<file path="config.mk">
export PLATFORM = sky130hd
export DESIGN_NAME = life_point_bank_flat
export DESIGN_NICKNAME = d
export VERILOG_FILES = /design/src/rtl/life_point_bank_if.sv /design/src/rtl/life_point_bank.sv /design/src/flat_wrapper.sv
export SDC_FILE = /design/constraint.sdc
export NUM_CORES = 1
export LEC_CHECK = 0
export CORE_ASPECT_RATIO = 0.8
export CORE_MARGIN = 2
export CORE_UTILIZATION = 55
export CTS_BUF_LIST = sky130_fd_sc_hd__clkbuf_8
export CTS_CLUSTER_DIAMETER = 200
export DETAILED_ROUTE_END_ITERATION = 8
export PLACE_DENSITY = 0.82
export RECOVER_POWER = 50
export SLEW_MARGIN = 25
export SYNTH_ARGS = -nofsm -noshare
export SYNTH_HDL_FRONTEND = slang
export SYNTH_SLANG_ARGS = --single-unit
</file>
<file path="constraint.sdc">
create_clock -name clk -period 3.65 [get_ports clk]
set_input_delay 0.73 -clock clk [delete_from_list [all_inputs] [get_ports clk]]
set_output_delay 0.73 -clock clk [all_outputs]
set_load 0.03 [all_outputs]
</file>
<file path="src/rtl/life_point_bank_if.sv">
// -----------------------------------------------------------------------------
// life_point_bank_if
// Bundles the per-player event inputs and status outputs of life_point_bank.
// All vectors are packed per player: player i occupies [i*W +: W].
//   master : driven by hit-detection / damage logic (events in, status back)
//   slave  : the life_point_bank itself
// Optional macro LIFE_POINT_HEAL_EN adds isHealed / healValue.
// -----------------------------------------------------------------------------
interface life_point_bank_if #(
    parameter int NUM_PLAYERS     = 2,
    parameter int LP_WIDTH        = 10,
    parameter int DEATH_CNT_WIDTH = 8
);
    logic [NUM_PLAYERS-1:0]                 isDamaged;
    logic [NUM_PLAYERS*LP_WIDTH-1:0]        damagedValue;
    logic [NUM_PLAYERS-1:0]                 isRegen;
`ifdef LIFE_POINT_HEAL_EN
    logic [NUM_PLAYERS-1:0]                 isHealed;
    logic [NUM_PLAYERS*LP_WIDTH-1:0]        healValue;
`endif
    logic [NUM_PLAYERS*LP_WIDTH-1:0]        lifePoint;
    logic [NUM_PLAYERS-1:0]                 isDead;
    logic [NUM_PLAYERS-1:0]                 isInvuln;
    logic [NUM_PLAYERS*DEATH_CNT_WIDTH-1:0] deathCount;

    modport master (
`ifdef LIFE_POINT_HEAL_EN
        output isHealed, healValue,
`endif
        output isDamaged, damagedValue, isRegen,
        input  lifePoint, isDead, isInvuln, deathCount
    );

    modport slave (
`ifdef LIFE_POINT_HEAL_EN
        input  isHealed, healValue,
`endif
        input  isDamaged, damagedValue, isRegen,
        output lifePoint, isDead, isInvuln, deathCount
    );
endinterface

</file>
<file path="src/rtl/life_point_bank.sv">
// -----------------------------------------------------------------------------
// life_point_bank
// Multi-player life-point register. Each player has a life-point counter, a
// DEAD/RESPAWN/ALIVE/INVULN state machine sharing one down-counter for the
// invulnerability window and the respawn delay, and a saturating death counter.
// Event inputs are levels; a rising edge is one event. Events are seen one
// clock after they rise and acted on the clock after that.
//
// Ports:
//   clk   : system clock, all state on the rising edge
//   reset : asynchronous active-high reset
//   bus   : life_point_bank_if.slave
//           in  isDamaged/damagedValue, isRegen (, isHealed/healValue)
//           out lifePoint, isDead, isInvuln, deathCount
//
// Optional macro LIFE_POINT_HEAL_EN: enables heal events,
//   lifePoint = min(lifePoint + healValue, MAX_LP) while ALIVE/INVULN.
//   Priority within one cycle is regen > damage > heal.
// -----------------------------------------------------------------------------
module life_point_bank #(
    parameter int NUM_PLAYERS     = 2,
    parameter int LP_WIDTH        = 10,
    parameter int MAX_LP          = 10,
    parameter int RESET_LP        = 0,
    parameter int INVULN_CYCLES   = 25000000,
    parameter int RESPAWN_CYCLES  = 50000000,
    parameter int DEATH_CNT_WIDTH = 8
) (
    input  logic              clk,
    input  logic              reset,
    life_point_bank_if.slave  bus
);

    typedef enum logic [1:0] {
        ST_DEAD    = 2'd0,
        ST_RESPAWN = 2'd1,
        ST_ALIVE   = 2'd2,
        ST_INVULN  = 2'd3
    } state_t;

    // One timer serves both windows, so it is sized for the longer one.
    localparam int MAX_CYC = (INVULN_CYCLES > RESPAWN_CYCLES) ? INVULN_CYCLES : RESPAWN_CYCLES;
    localparam int TW      = (MAX_CYC < 1) ? 1 : $clog2(MAX_CYC + 1);

    // Timer is loaded with N-1 so that the state lasts exactly N cycles.
    localparam logic [TW-1:0] INV_LOAD = TW'((INVULN_CYCLES  > 0) ? INVULN_CYCLES  - 1 : 0);
    localparam logic [TW-1:0] RSP_LOAD = TW'((RESPAWN_CYCLES > 0) ? RESPAWN_CYCLES - 1 : 0);

    localparam logic [LP_WIDTH-1:0] MAX_LP_V   = LP_WIDTH'(MAX_LP);
    localparam logic [LP_WIDTH-1:0] RESET_LP_V = LP_WIDTH'(RESET_LP);
    localparam state_t              RESET_ST   = (RESET_LP == 0) ? ST_DEAD : ST_ALIVE;

    // ---------------- edge detection ----------------
    logic [NUM_PLAYERS-1:0] dmg_sync_reg,   dmg_prev_reg,   dmg_pulse;
    logic [NUM_PLAYERS-1:0] regen_sync_reg, regen_prev_reg, regen_pulse;
`ifdef LIFE_POINT_HEAL_EN
    logic [NUM_PLAYERS-1:0] heal_sync_reg,  heal_prev_reg,  heal_pulse;
`endif

    always_ff @(posedge clk or posedge reset) begin
        if (reset) begin
            dmg_sync_reg   <= '0;
            dmg_prev_reg   <= '0;
            regen_sync_reg <= '0;
            regen_prev_reg <= '0;
`ifdef LIFE_POINT_HEAL_EN
            heal_sync_reg  <= '0;
            heal_prev_reg  <= '0;
`endif
        end else begin
            dmg_sync_reg   <= bus.isDamaged;
            dmg_prev_reg   <= dmg_sync_reg;
            regen_sync_reg <= bus.isRegen;
            regen_prev_reg <= regen_sync_reg;
`ifdef LIFE_POINT_HEAL_EN
            heal_sync_reg  <= bus.isHealed;
            heal_prev_reg  <= heal_sync_reg;
`endif
        end
    end

    assign dmg_pulse   = dmg_sync_reg   & ~dmg_prev_reg;
    assign regen_pulse = regen_sync_reg & ~regen_prev_reg;
`ifdef LIFE_POINT_HEAL_EN
    assign heal_pulse  = heal_sync_reg  & ~heal_prev_reg;
`endif

    // ---------------- per-player channels ----------------
    for (genvar gi = 0; gi < NUM_PLAYERS; gi++) begin : g_player
        state_t                     state_reg, state_next;
        logic [LP_WIDTH-1:0]        lp_reg, lp_next;
        logic [TW-1:0]              timer_reg, timer_next;
        logic [DEATH_CNT_WIDTH-1:0] death_reg, death_next;
        logic [LP_WIDTH-1:0]        dmg_val;
        logic                       dmg_act;

        // Damage value is taken live, in the cycle its pulse is acted on.
        assign dmg_val = bus.damagedValue[gi*LP_WIDTH +: LP_WIDTH];

`ifdef LIFE_POINT_HEAL_EN
        logic [LP_WIDTH:0]   heal_sum;
        logic [LP_WIDTH-1:0] heal_lp;
        // One bit wider so large heals cannot wrap before the clamp.
        assign heal_sum = {1'b0, lp_reg} + {1'b0, bus.healValue[gi*LP_WIDTH +: LP_WIDTH]};
        assign heal_lp  = (heal_sum > {1'b0, MAX_LP_V}) ? MAX_LP_V : heal_sum[LP_WIDTH-1:0];
`endif

        always_ff @(posedge clk or posedge reset) begin
            if (reset) begin
                state_reg <= RESET_ST;
                lp_reg    <= RESET_LP_V;
                timer_reg <= '0;
                death_reg <= '0;
            end else begin
                state_reg <= state_next;
                lp_reg    <= lp_next;
                timer_reg <= timer_next;
                death_reg <= death_next;
            end
        end

        always_comb begin
            state_next = state_reg;
            lp_next    = lp_reg;
            timer_next = timer_reg;
            death_next = death_reg;
            // Damage only counts while fully ALIVE and non-zero; zero hits
            // and hits during the window are dropped (and do not block heal).
            dmg_act    = (state_reg == ST_ALIVE) && dmg_pulse[gi] && (dmg_val != '0);

            case (state_reg)
                ST_DEAD: begin
                    if (regen_pulse[gi]) begin
                        if (RESPAWN_CYCLES == 0) begin
                            state_next = ST_ALIVE;
                            lp_next    = MAX_LP_V;
                        end else begin
                            state_next = ST_RESPAWN;
                            timer_next = RSP_LOAD;
                        end
                    end
                end
                ST_RESPAWN: begin
                    if (timer_reg == '0) begin
                        state_next = ST_ALIVE;
                        lp_next    = MAX_LP_V;
                    end else begin
                        timer_next = timer_reg - 1'b1;
                    end
                end
                default: begin // ST_ALIVE, ST_INVULN
                    if (state_reg == ST_INVULN) begin
                        if (timer_reg == '0) begin
                            state_next = ST_ALIVE;
                        end else begin
                            timer_next = timer_reg - 1'b1;
                        end
                    end
                    if (regen_pulse[gi]) begin
                        // Regen refills but leaves state and window untouched.
                        lp_next = MAX_LP_V;
                    end else if (dmg_act) begin
                        if (lp_reg <= dmg_val) begin
                            lp_next    = '0;
                            state_next = ST_DEAD;
                            death_next = (&death_reg) ? death_reg : death_reg + 1'b1;
                        end else begin
                            lp_next = lp_reg - dmg_val;
                            if (INVULN_CYCLES != 0) begin
                                state_next = ST_INVULN;
                                timer_next = INV_LOAD;
                            end
                        end
                    end
`ifdef LIFE_POINT_HEAL_EN
                    else if (heal_pulse[gi]) begin
                        lp_next = heal_lp;
                    end
`endif
                end
            endcase
        end

        assign bus.lifePoint[gi*LP_WIDTH +: LP_WIDTH]               = lp_reg;
        assign bus.deathCount[gi*DEATH_CNT_WIDTH +: DEATH_CNT_WIDTH] = death_reg;
        assign bus.isDead[gi]   = (state_reg == ST_DEAD) || (state_reg == ST_RESPAWN);
        assign bus.isInvuln[gi] = (state_reg == ST_INVULN);
    end

endmodule

</file>
<file path="src/flat_wrapper.sv">
// flat-port wrapper written by rule: the top's interface ports become plain ports
module life_point_bank_flat 
#(
    parameter int NUM_PLAYERS     = 2,
    parameter int LP_WIDTH        = 10,
    parameter int MAX_LP          = 10,
    parameter int RESET_LP        = 0,
    parameter int INVULN_CYCLES   = 25000000,
    parameter int RESPAWN_CYCLES  = 50000000,
    parameter int DEATH_CNT_WIDTH = 8
)
  (clk, reset, bus_isDamaged, bus_damagedValue, bus_isRegen, bus_lifePoint, bus_isDead, bus_isInvuln, bus_deathCount);
  life_point_bank_if #(.NUM_PLAYERS(NUM_PLAYERS), .LP_WIDTH(LP_WIDTH), .DEATH_CNT_WIDTH(DEATH_CNT_WIDTH)) bus_i ();
  input  logic clk;
  input  logic reset;
  input wire logic [$bits(bus_i.isDamaged)-1:0] bus_isDamaged;
  input wire logic [$bits(bus_i.damagedValue)-1:0] bus_damagedValue;
  input wire logic [$bits(bus_i.isRegen)-1:0] bus_isRegen;
  output wire logic [$bits(bus_i.lifePoint)-1:0] bus_lifePoint;
  output wire logic [$bits(bus_i.isDead)-1:0] bus_isDead;
  output wire logic [$bits(bus_i.isInvuln)-1:0] bus_isInvuln;
  output wire logic [$bits(bus_i.deathCount)-1:0] bus_deathCount;
  assign bus_i.isDamaged = bus_isDamaged;
  assign bus_i.damagedValue = bus_damagedValue;
  assign bus_i.isRegen = bus_isRegen;
  assign bus_lifePoint = bus_i.lifePoint;
  assign bus_isDead = bus_i.isDead;
  assign bus_isInvuln = bus_i.isInvuln;
  assign bus_deathCount = bus_i.deathCount;
  life_point_bank #(.NUM_PLAYERS(NUM_PLAYERS), .LP_WIDTH(LP_WIDTH), .MAX_LP(MAX_LP), .RESET_LP(RESET_LP), .INVULN_CYCLES(INVULN_CYCLES), .RESPAWN_CYCLES(RESPAWN_CYCLES), .DEATH_CNT_WIDTH(DEATH_CNT_WIDTH)) u_core (.clk(clk), .reset(reset), .bus(bus_i));
endmodule
</file>
# Yosys cells after proc, flatten, opt, wreduce, memory -nomap -nowiden
# Cells that the tools add are included.
classes:
  add_sub_neg: 6
  order_cmp: 2
  eq_ne: 10
  muxes: 38
  bitwise: 12
  reduce_logical: 22
op_table:
  columns: ["cell", "n"]
  rows:
  - ["$mux 26", 12]
  - ["$pmux 26 s2", 2]
  - ["$mux 10", 8]
  - ["$logic_not 26->1", 2]
  - ["$sub 26x1->26 const B", 2]
  - ["$pmux 10 s2", 2]
  - ["$mux 2", 12]
  - ["$le 10x10->1", 2]
  - ["$reduce_bool 10->1", 2]
  - ["$sub 10x10->10", 2]
  - ["$add 8x1->8 const B", 2]
  - ["$reduce_and 8->1", 2]
  - ["$reduce_and 5->1", 2]
  - ["$eq 2x2->1 const B", 4]
  - ["$ne 2x1->1 const B", 4]
  - ["$not 1->1", 8]
  - ["$pmux 2 s2", 2]
  - ["$reduce_and 3->1", 2]
  - ["$reduce_bool 3->1", 2]
  - ["$and 2x2->2", 2]
  - ["$eq 2x1->1 const B", 2]
  - ["$logic_and 1x1->1", 4]
  - ["$logic_not 2->1", 2]
  - ["$not 2->2", 2]
  - ["other kinds (2)", 4]
totals:
  regBits: 100
  wordCells: 102

# Logic depth before layout (Yosys ltp)
# Gate-level depths: netlist (run 1).
logic_depth:
  word_depth: 7
  mapped_depth: 12
  mapped_depth_nobuf: 10

# Worst setup path after synthesis (run 1)
# No wires, ideal clock.
synth_path:
  path_kind: "input port to flip-flop"
  from: "in bus_damagedValue[10]"
  to: "reg u_core.g_player[1].death_reg[7]"
  setup_time_ns: 0.134
  arrival_time_ns: 2.893
  required_time_ns: 3.516
  path_slack_ns: 0.623
  stages: 9
  path_cell_list: "ha_1 -> inv_1 -> fa_1 -> a21o_1 -> a221oi_1 -> a21oi_1 -> a2111oi_0 -> nand2_1 -> xnor2_1"
synth_between:
  elab_chain_cells: 3
synth_rtl:
  columns: ["item", "line_no", "text"]
  rows:
  - ["start, declared", "flat_wrapper.sv:17", "input wire logic [$bits(bus_i.damagedValue)-1:0] bus_damagedValue;"]
  - ["parallel branches: the longest is 2 deep, another holds $le 10x10->1", null, null]
  - ["$reduce_and 5->1 (no line) (*)", null, null]
  - ["end signal, assigned", "life_point_bank.sv:118", "death_reg <= death_next;"]
  - ["end, declared", "life_point_bank.sv:93", "logic [DEATH_CNT_WIDTH-1:0] death_reg, death_next;"]
# Every way passes the cells marked *.
# A chain may end at the register's enable or synchronous reset.

# Worst setup path in the final report (run 1)
# Ends and elaborated chain as after synthesis.

==> results of run 1 <==
## cell type report
class	count	area [sq um]
well taps	144	180
fillers	865	3650
clock inverters	7	82.6
flip-flops and latches	100	2500
multi-input cells	518	3370
repair buffers	82	791
inverters	40	150
clock buffers	9	124
## power by group
group	total, mW	internal, mW	switching [mW]
combinational	0.138	0.0612	0.0765
sequential	1.11	1.11	0.00194
clock	0.762	0.327	0.435
## how the worst max path moves through the flow
| stage | from | end | slack, ns |
|---|---|---|---|
| 5_1_grt | bus_damagedValue[10] | u_core.g_player[1].death_reg[3]$_DFFE_PP0P_ | 0.25 |
| 2_1_floorplan | reset | u_core.dmg_prev_reg[0]$_DFF_PP0_ | 0.30 |
| 3_5_place_dp | bus_damagedValue[10] | u_core.g_player[1].death_reg[7]$_DFFE_PP0P_ | 0.15 |
| 3_3_place_gp | bus_damagedValue[10] | u_core.g_player[1].death_reg[3]$_DFFE_PP0P_ | 0.26 |
| 6_report | bus_damagedValue[10] | u_core.g_player[1].death_reg[7]$_DFFE_PP0P_ | 0.53 |
| 4_1_cts | bus_damagedValue[10] | u_core.g_player[1].death_reg[7]$_DFFE_PP0P_ | 0.55 |
## routing by layer
layer  vias up  global-route usage, %  wire length (microns)
met1      2637                   36.5                   6760
met3        26                   6.72                    954
met4         2                   9.11                    248
met2       179                   39.8                   6710
met5         -                      0                     11
li1       2587                      -                      -
## cell usage in the layout, fill, tap and decap left out, types with 4 or more instances in the layout
| master | instances |
|---|---|
| a211oi_1 | 4 |
| a21o_1 | 6 |
| a21oi_1 | 45 |
| a22o_1 | 11 |
| a22oi_1 | 6 |
| a2bb2oi_1 | 6 |
| a31oi_1 | 4 |
| and3_1 | 18 |
| buf_4 | 16 |
| clkbuf_8 | 9 |
| clkdlybuf4s50_1 | 48 |
| clkinv_4 | 4 |
| dfrtp_1 | 100 |
| dlygate4sd3_1 | 17 |
| ha_1 | 26 |
| inv_1 | 40 |
| mux2i_1 | 5 |
| nand2_1 | 52 |
| nand2b_1 | 5 |
| nand3_1 | 33 |
| nand4_1 | 10 |
| nor2_1 | 67 |
| nor2b_1 | 6 |
| nor3_1 | 23 |
| nor4_1 | 14 |
| o21ai_0 | 44 |
| o31ai_1 | 4 |
| or3_1 | 6 |
| or4_1 | 6 |
| xnor2_1 | 41 |
| xor2_1 | 19 |
## critical path, delay by kind of cell
kind	cells	cell delay, ns
fa+ha+maj	2	0.58
xor+xnor	1	0.13
buf+inv	3	0.76
compound gates	4	1.14
simple gates	1	0.06
## kinds of logic after synthesis
logic type	Yosys count	share of synthesized area, %
compound gates	157	16.6
simple gates	265	22.6
buf+inv	58	3.81
fa+ha+maj	28	5.99
mux	8	1.37
xor+xnor	60	8.61
flops	100	41.0
## cells in the mapped netlist (5+ instances only)
cell         n
nor2b_1      6
a22oi_1      6
nand2_1     52
xnor2_1     41
or3_1        6
a21o_1       6
nand3_1     33
inv_1       40
o21ai_0     44
nor4_1      14
nand4_1     10
and3_1      18
xor2_1      19
a21oi_1     45
clkbuf_1    15
ha_1        26
mux2i_1      5
nor2_1      67
nand2b_1     5
a22o_1      11
nor3_1      23
a2bb2oi_1    6
or4_1        6
dfrtp_1    100
## metrics by stage
step           power [mW]  setup slack (ns)  std cells  instance area [sq um]
2_1_floorplan        1.22             0.301        676                   6100
3_3_place_gp         1.27             0.257        884                   6990
3_5_place_dp         1.27             0.146        884                   6990
4_1_cts              2.03             0.553        900                   7200
5_1_grt              2.08             0.254        900                   7200
6_report             2.01             0.529        900                   7200
==> summary by stage, run 1 <==
Outcome
The run finished, with violations left. The checks that failed: max-capacitance violations, max-slew violations.

Detailed routing
The wire length per cell is 16.3 microns. For this run, design rule violations remaining after detail routing come to 0. The number of detailed-route iterations in the first pass is 6. The total via count after detailed routing is 5431. The total wire length is 14700 microns. The remaining antenna violation count is 0.

The number of design-rule violations left by the first detailed-router iteration is 445. Dividing the detail-routed via count by the number of cells gives 6.03.

Final layout
The growth of design area from synthesis to finish is 17.9%. The fraction of final layout cells sized beyond drive strength 1 is 7.01%. The number of nets in the final layout is 805.

The flip-flop count of the largest register after layout is 52. The final design utilization is 66.3%. The antenna diode instance count is 0.

Floorplanning
The total core area is 10800 sq um. The number of rows created at floorplan is 34. The top-level I/O count is 66. In this run the horizontal extent of the chip is 122 microns. The die covers 12000 sq um.

For this configuration, the core starts out at a cell density of 56.3%. The die extent in y is 98.2 microns.

Placement
The number of input and output port buffers inserted is 65. The detailed-placement wirelength estimate is 10500 microns. Routability-driven placement finished with a final weighted congestion of 0.951.

CTS
The clock buffer count from CTS is 9. Once the clock tree was built, the setup fixing pass inserted 0 buffers. Counting along the longest clock path gives a buffer depth of 2. In this run the clock root is driven by a clkbuf_8. CTS built an H-tree with a depth of 3. For this design, the sink count on the clock tree is 100. The CTS tree is built. The post-cts sizing count is 0.

The clock transition time at the flip-flop clock pins of the worst setup and hold paths is 0.10 ns. Clock latency on the worst-skew pair, taken at its later pin, is 0.40 ns. The hold buffer count at CTS is 0.

Logic synthesis
By area the synthesized netlist is led by dfrtp_1 (41%), xnor2_1 (5.9%), ha_1 (5.3%). The post-synth net total is 730. The synthesized area divided by synthesized cell count is 9.03 sq um. The number of different library cells used by synthesis comes to 67. The count of synthesis-stage warnings from yosys is 0. The most used flip-flop cell after synthesis is dfrtp_1. The most area-hungry cell type in the Yosys netlist is dfrtp_1. The register bit total from synthesis is 100. After synthesis, the share of flip-flops with an asynchronous set or reset is 100%.

The gate count of the mapped netlist is 676. Of the synthesized area, sequential elements account for 41.0%. In this run the cell area of the synthesized design comes to 6100 sq um.

Yosys mapped a number of flops with a built-in enable equal to 0. The area share of the leading cell type in the synthesized netlist is 41.0%.

Critical path
At the worst endpoint, the arrival time is 3.40 ns. The startpoint identified for the worst register-to-register timing path is u_core.g_player[1].timer_reg[11]$_DFFE_PP0P_. STA classifies the critical path startpoint as a primary input. The internal reg-to-reg setup slack is 0.84 ns. The category of the critical setup timing path is in2reg. STA classifies the critical path endpoint as a flop. The delay of the slowest cell on the worst path is 0.50 ns.

Walking the worst path, the cells encountered are clkdlybuf4s50_1, ha_1, inv_1, fa_1, a21o_1, a221oi_1, a21oi_1, a2111oi_0, buf_4, nand2_1, xnor2_1. On the critical path, the stage with the largest delay is an instance of clkdlybuf4s50_1. Along the worst path, the maximum fanout reaches 5. The number of cells on the worst reg-to-reg path is 6.

The data required time of the worst path is 3.93 ns. The critical register-to-register path endpoint is u_core.g_player[1].lp_reg[6]$_DFFE_PP0P_.

Timing
The routed design could run at a clock period as short as 3.12 ns. Headroom to the max-slew limit came out at -34.1%. The number of pins exceeding their max-slew limit in the final report is 52. Setup repair after global routing left no endpoint under its margin.

The worst path uses 85.5% of the clock period. Between clock sinks in the finished design, the worst skew comes to 0.0103 ns. The peak clock frequency supported by timing is 320 MHz. Summed over all failing endpoints, the final setup total negative slack is 0 ns. Setup violations remaining at the end of the flow were counted as 0. The worst hold slack is 0.385 ns. The final hold violation count is 0. The slew at the pin with the worst max-slew slack is 2.01 ns.

Global routing
The total routing usage reported by global routing is 26.2%. The remaining global-route overflow is 0. The number of antenna violations at the first check in global routing is 1. The number of global-route vias before repair is 5347. Entering global routing, the biggest net connects 53 pins. The wire length of the first global-routing pass is 25100 microns.

Min path
The startpoint identified for the worst hold timing path is u_core.dmg_sync_reg[1]$_DFF_PP0_. Along the worst hold path, the cell count comes to 0. The kind of path behind the tightest hold check is reg2reg.

The endpoint with the worst hold slack is u_core.dmg_prev_reg[1]$_DFF_PP0_.

Job
The tool flagged a number of max-cap violations equal to 1.

Power and ir drop
The static leakage is 3.02 nW. The power density over the cells is 280 nW/um^2. The peak supply drop is 0.000287 V.
Power figures use the tool's default switching activity.
==> run 2, diff against run 1 <==
Settings changed: REMOVE_ABC_BUFFERS set to 1.
==> summary by stage, run 2 (synthesized netlist as in run 1, its figures left out) <==
CTS
The latest clock arrival within the worst-skew pair is 0.39 ns (about the same). The clock buffer count from CTS is 9 (unchanged). The clock root buffer is clkbuf_8. The buffer levels on the longest clock path came to 2 (unchanged). The hold buffer count at CTS came to 0 (unchanged). The post-CTS setup buffer count is 0 (unchanged). The CTS tree is built. The CTS H-tree depth is 3 (unchanged).

The clock sink count is 100 (unchanged). The post-cts sizing count is 0 (unchanged). The clock transition time at the flip-flop clock pins of the worst setup and hold paths is 0.10 ns (about the same).

Timing
The final period demand of the worst path is 3.09 ns (-0.0280 ns). The worst hold slack came to 0.373 ns (-0.0117 ns). The headroom to the max-slew limit is 13.2% (+47 points). The final worst clock skew is 0.0144 ns (+0.00406 ns).

The peak clock frequency supported by timing came to 323 MHz (+0.91%). The number of setup violations in the final report was 0 (unchanged). Setup repair after global routing left no endpoint under its margin. The final critical-path setup slack is 0.557 ns (+0.0280 ns). The number of pins exceeding their max-slew limit in the final report is 0 (-100%). The slew at the pin with the worst max-slew slack is 1.30 ns (-0.714 ns). The final hold violation count is 0 (unchanged).

The ratio of final minimum period to clock period is 84.7% (-0.77 points). The final setup TNS came to 0 ns (unchanged).

Power and ir drop
The internal power of the cells is 1.47 mW (-1.9%). The fraction of power consumed by the clock network is 35.6% (-2.3 points). The net switching power is 0.467 mW (-9.0%). The static leakage was 2.99 nW (-0.80%). The power density over the cells came to 271 nW/um^2 (-3.1%). The share of total power in combinational logic was 7.0% (+0.2 points). The share of total power in sequential cells is 57.4% (+2.1 points).

The net switching share of the total power is 24.1% (-1.4 points). The peak supply drop is 0.000201 V (-30%).

Detailed routing
The wire length per cell is 15.8 microns (-3.1%). The remaining antenna violation count is 0 (unchanged). The number of vias per cell after detailed routing was 6.01 (-0.48%). The number of design-rule violations left by the first detailed-router iteration was 479 (+7.6%). The number of detailed-route iterations in the first pass is 4 (-2). The DRC violations left is 0 (unchanged). The total via count after detailed routing is 5387 (-0.81%). The total wire length is 14200 microns (-3.4%).

Placement
The placement-stage cell area is 6980 sq um (-0.21%). The number of input and output port buffers inserted is 65 (unchanged). The setup slack after placement is 0.166 ns (+0.0204 ns). The final weighted congestion in routability-driven placement came to 0.931 (-2.1%).

The detailed-placement wirelength estimate is 10300 microns (-2.1%). The number of cells after detailed placement is 882 (-0.23%).

Critical path
The critical path goes through clkdlybuf4s50_1, ha_1, inv_1, fa_1, a21o_1, a221oi_1, a21oi_1, and3_1, o41a_1. The critical path is of the in2reg type. STA classifies the critical path endpoint as a flop. The data required time of the worst path is 3.92 ns (about the same).

The arrival time at the worst endpoint is 3.36 ns (-0.04 ns). The worst setup path is launched from a primary input. The highest-delay cell along the critical path is clkdlybuf4s50_1.

The largest fanout on the critical path is 10 (+5). The delay of the slowest cell on the worst path is 0.48 ns (-0.02 ns).

Final layout
The library cells used most frequently in the layout, excluding fill and tap cells, are dfrtp_1 (100), nor2_1 (67), nand2_1 (52). The antenna diode instance count is 0 (unchanged). The area of all placed cells without fillers is 7150 sq um (-0.64%). The number of nets in the final layout is 803 (-0.25%). The number of standard cells in the final layout excluding fillers is 897 (-0.33%). The library cell used most frequently in the layout, excluding fill and tap cells, is dfrtp_1.

Relative to the synthesized area, the layout overhead comes to 17.2%. The fraction of final layout cells sized beyond drive strength 1 was 6.77% (-0.24 points). The flip-flop count of the largest register after layout came to 52 (unchanged).

Floorplanning
The number of rows created at floorplan is 34 (unchanged). The overall die width is 122 microns (unchanged). The top-level I/O count is 66 (unchanged). The die extent in y came to 98.2 microns (unchanged). The total core area is 10800 sq um (unchanged). The initial core utilization is 56.3% (unchanged). The area of the die is 12000 sq um (unchanged).

Global routing
The number of antenna violations at the first check in global routing is 0 (-1). The total routing usage reported by global routing is 25.0% (-1.2 points). The remaining global-route overflow is 0 (unchanged). The maximum number of pins on one net before global-route repair is 73 (+38%).

The wire length of the first global-routing pass is 24200 microns (-3.5%). The number of global-route vias before repair came to 5063 (-5.3%).

Min path
The min-delay analysis places its worst path in the category reg2reg.

Job
The max-capacitance violation count is 0 (-1).

Outcome
The run finished with clean final reports.
-- run 2: cell type report --
cell class	count	area [sq um]
flip-flops and latches	100	2500
multi-input cells	518	3370
repair buffers	80	763
clock buffers	12	165
well taps	144	180
fillers	873	3700
clock inverters	3	21.3
inverters	40	151
-- run 2: worst paths after layout --
| check | from | endpoint | slack (ns) | cells after the start |
|---|---|---|---|---|
| max reg2reg | u_core.g_player[1].lp_reg[0]$_DFFE_PP0P_ | u_core.g_player[1].timer_reg[3]$_DFFE_PP0P_ | 0.87 | 9 |
| min reg2reg | u_core.dmg_sync_reg[1]$_DFF_PP0_ | u_core.dmg_prev_reg[1]$_DFF_PP0_ | 0.37 | 0 |
| max in group asynchronous | reset | u_core.g_player[0].timer_reg[2]$_DFFE_PP0P_ | 0.97 | 3 |
| min in group asynchronous | reset | u_core.g_player[0].lp_reg[9]$_DFFE_PP0P_ | 1.07 | 2 |
| max | bus_damagedValue[10] | u_core.g_player[1].timer_reg[3]$_DFFE_PP0P_ | 0.56 | 9 |
| min | u_core.dmg_sync_reg[1]$_DFF_PP0_ | u_core.dmg_prev_reg[1]$_DFF_PP0_ | 0.37 | 0 |
-- run 2: per-stage QoR --
step,utilization [%],total power [mW]
2_1_floorplan,-,1.22
3_3_place_gp,64.3,1.27
3_5_place_dp,64.3,1.27
4_1_cts,66.0,1.96
5_1_grt,65.9,2.02
6_report,65.9,1.94
-- run 2: per-layer routing --
| layer | wire [microns] | up-vias | global-route usage (%) | share of wire [%] |
|---|---|---|---|---|
| met5 | 0 | - | 0 | 0 |
| met4 | 178 | 0 | 6.54 | 1.3 |
| met3 | 942 | 21 | 5.37 | 6.6 |
| met2 | 6420 | 205 | 37.6 | 45 |
| met1 | 6650 | 2585 | 36.9 | 47 |
| li1 | - | 2576 | - | - |
-- run 2: worst max-delay path: cells and delay by family --
family                   cells  cell delay, ns
AO/OA/AOI/OAI                4            1.19
adder cells (fa/ha/maj)      2            0.56
buffers and inverters        2            0.53
AND/OR/NAND/NOR              1            0.35
-- run 2: power groups by stage --
stage	Sequential, mW	Combinational (mW)	Clock (mW)
final	1.11	0.136	0.690
after global routing	1.11	0.153	0.757
after CTS	1.11	0.140	0.707
after detailed placement	1.14	0.139	0
after global placement	1.14	0.136	0
after floorplan	1.13	0.0830	0
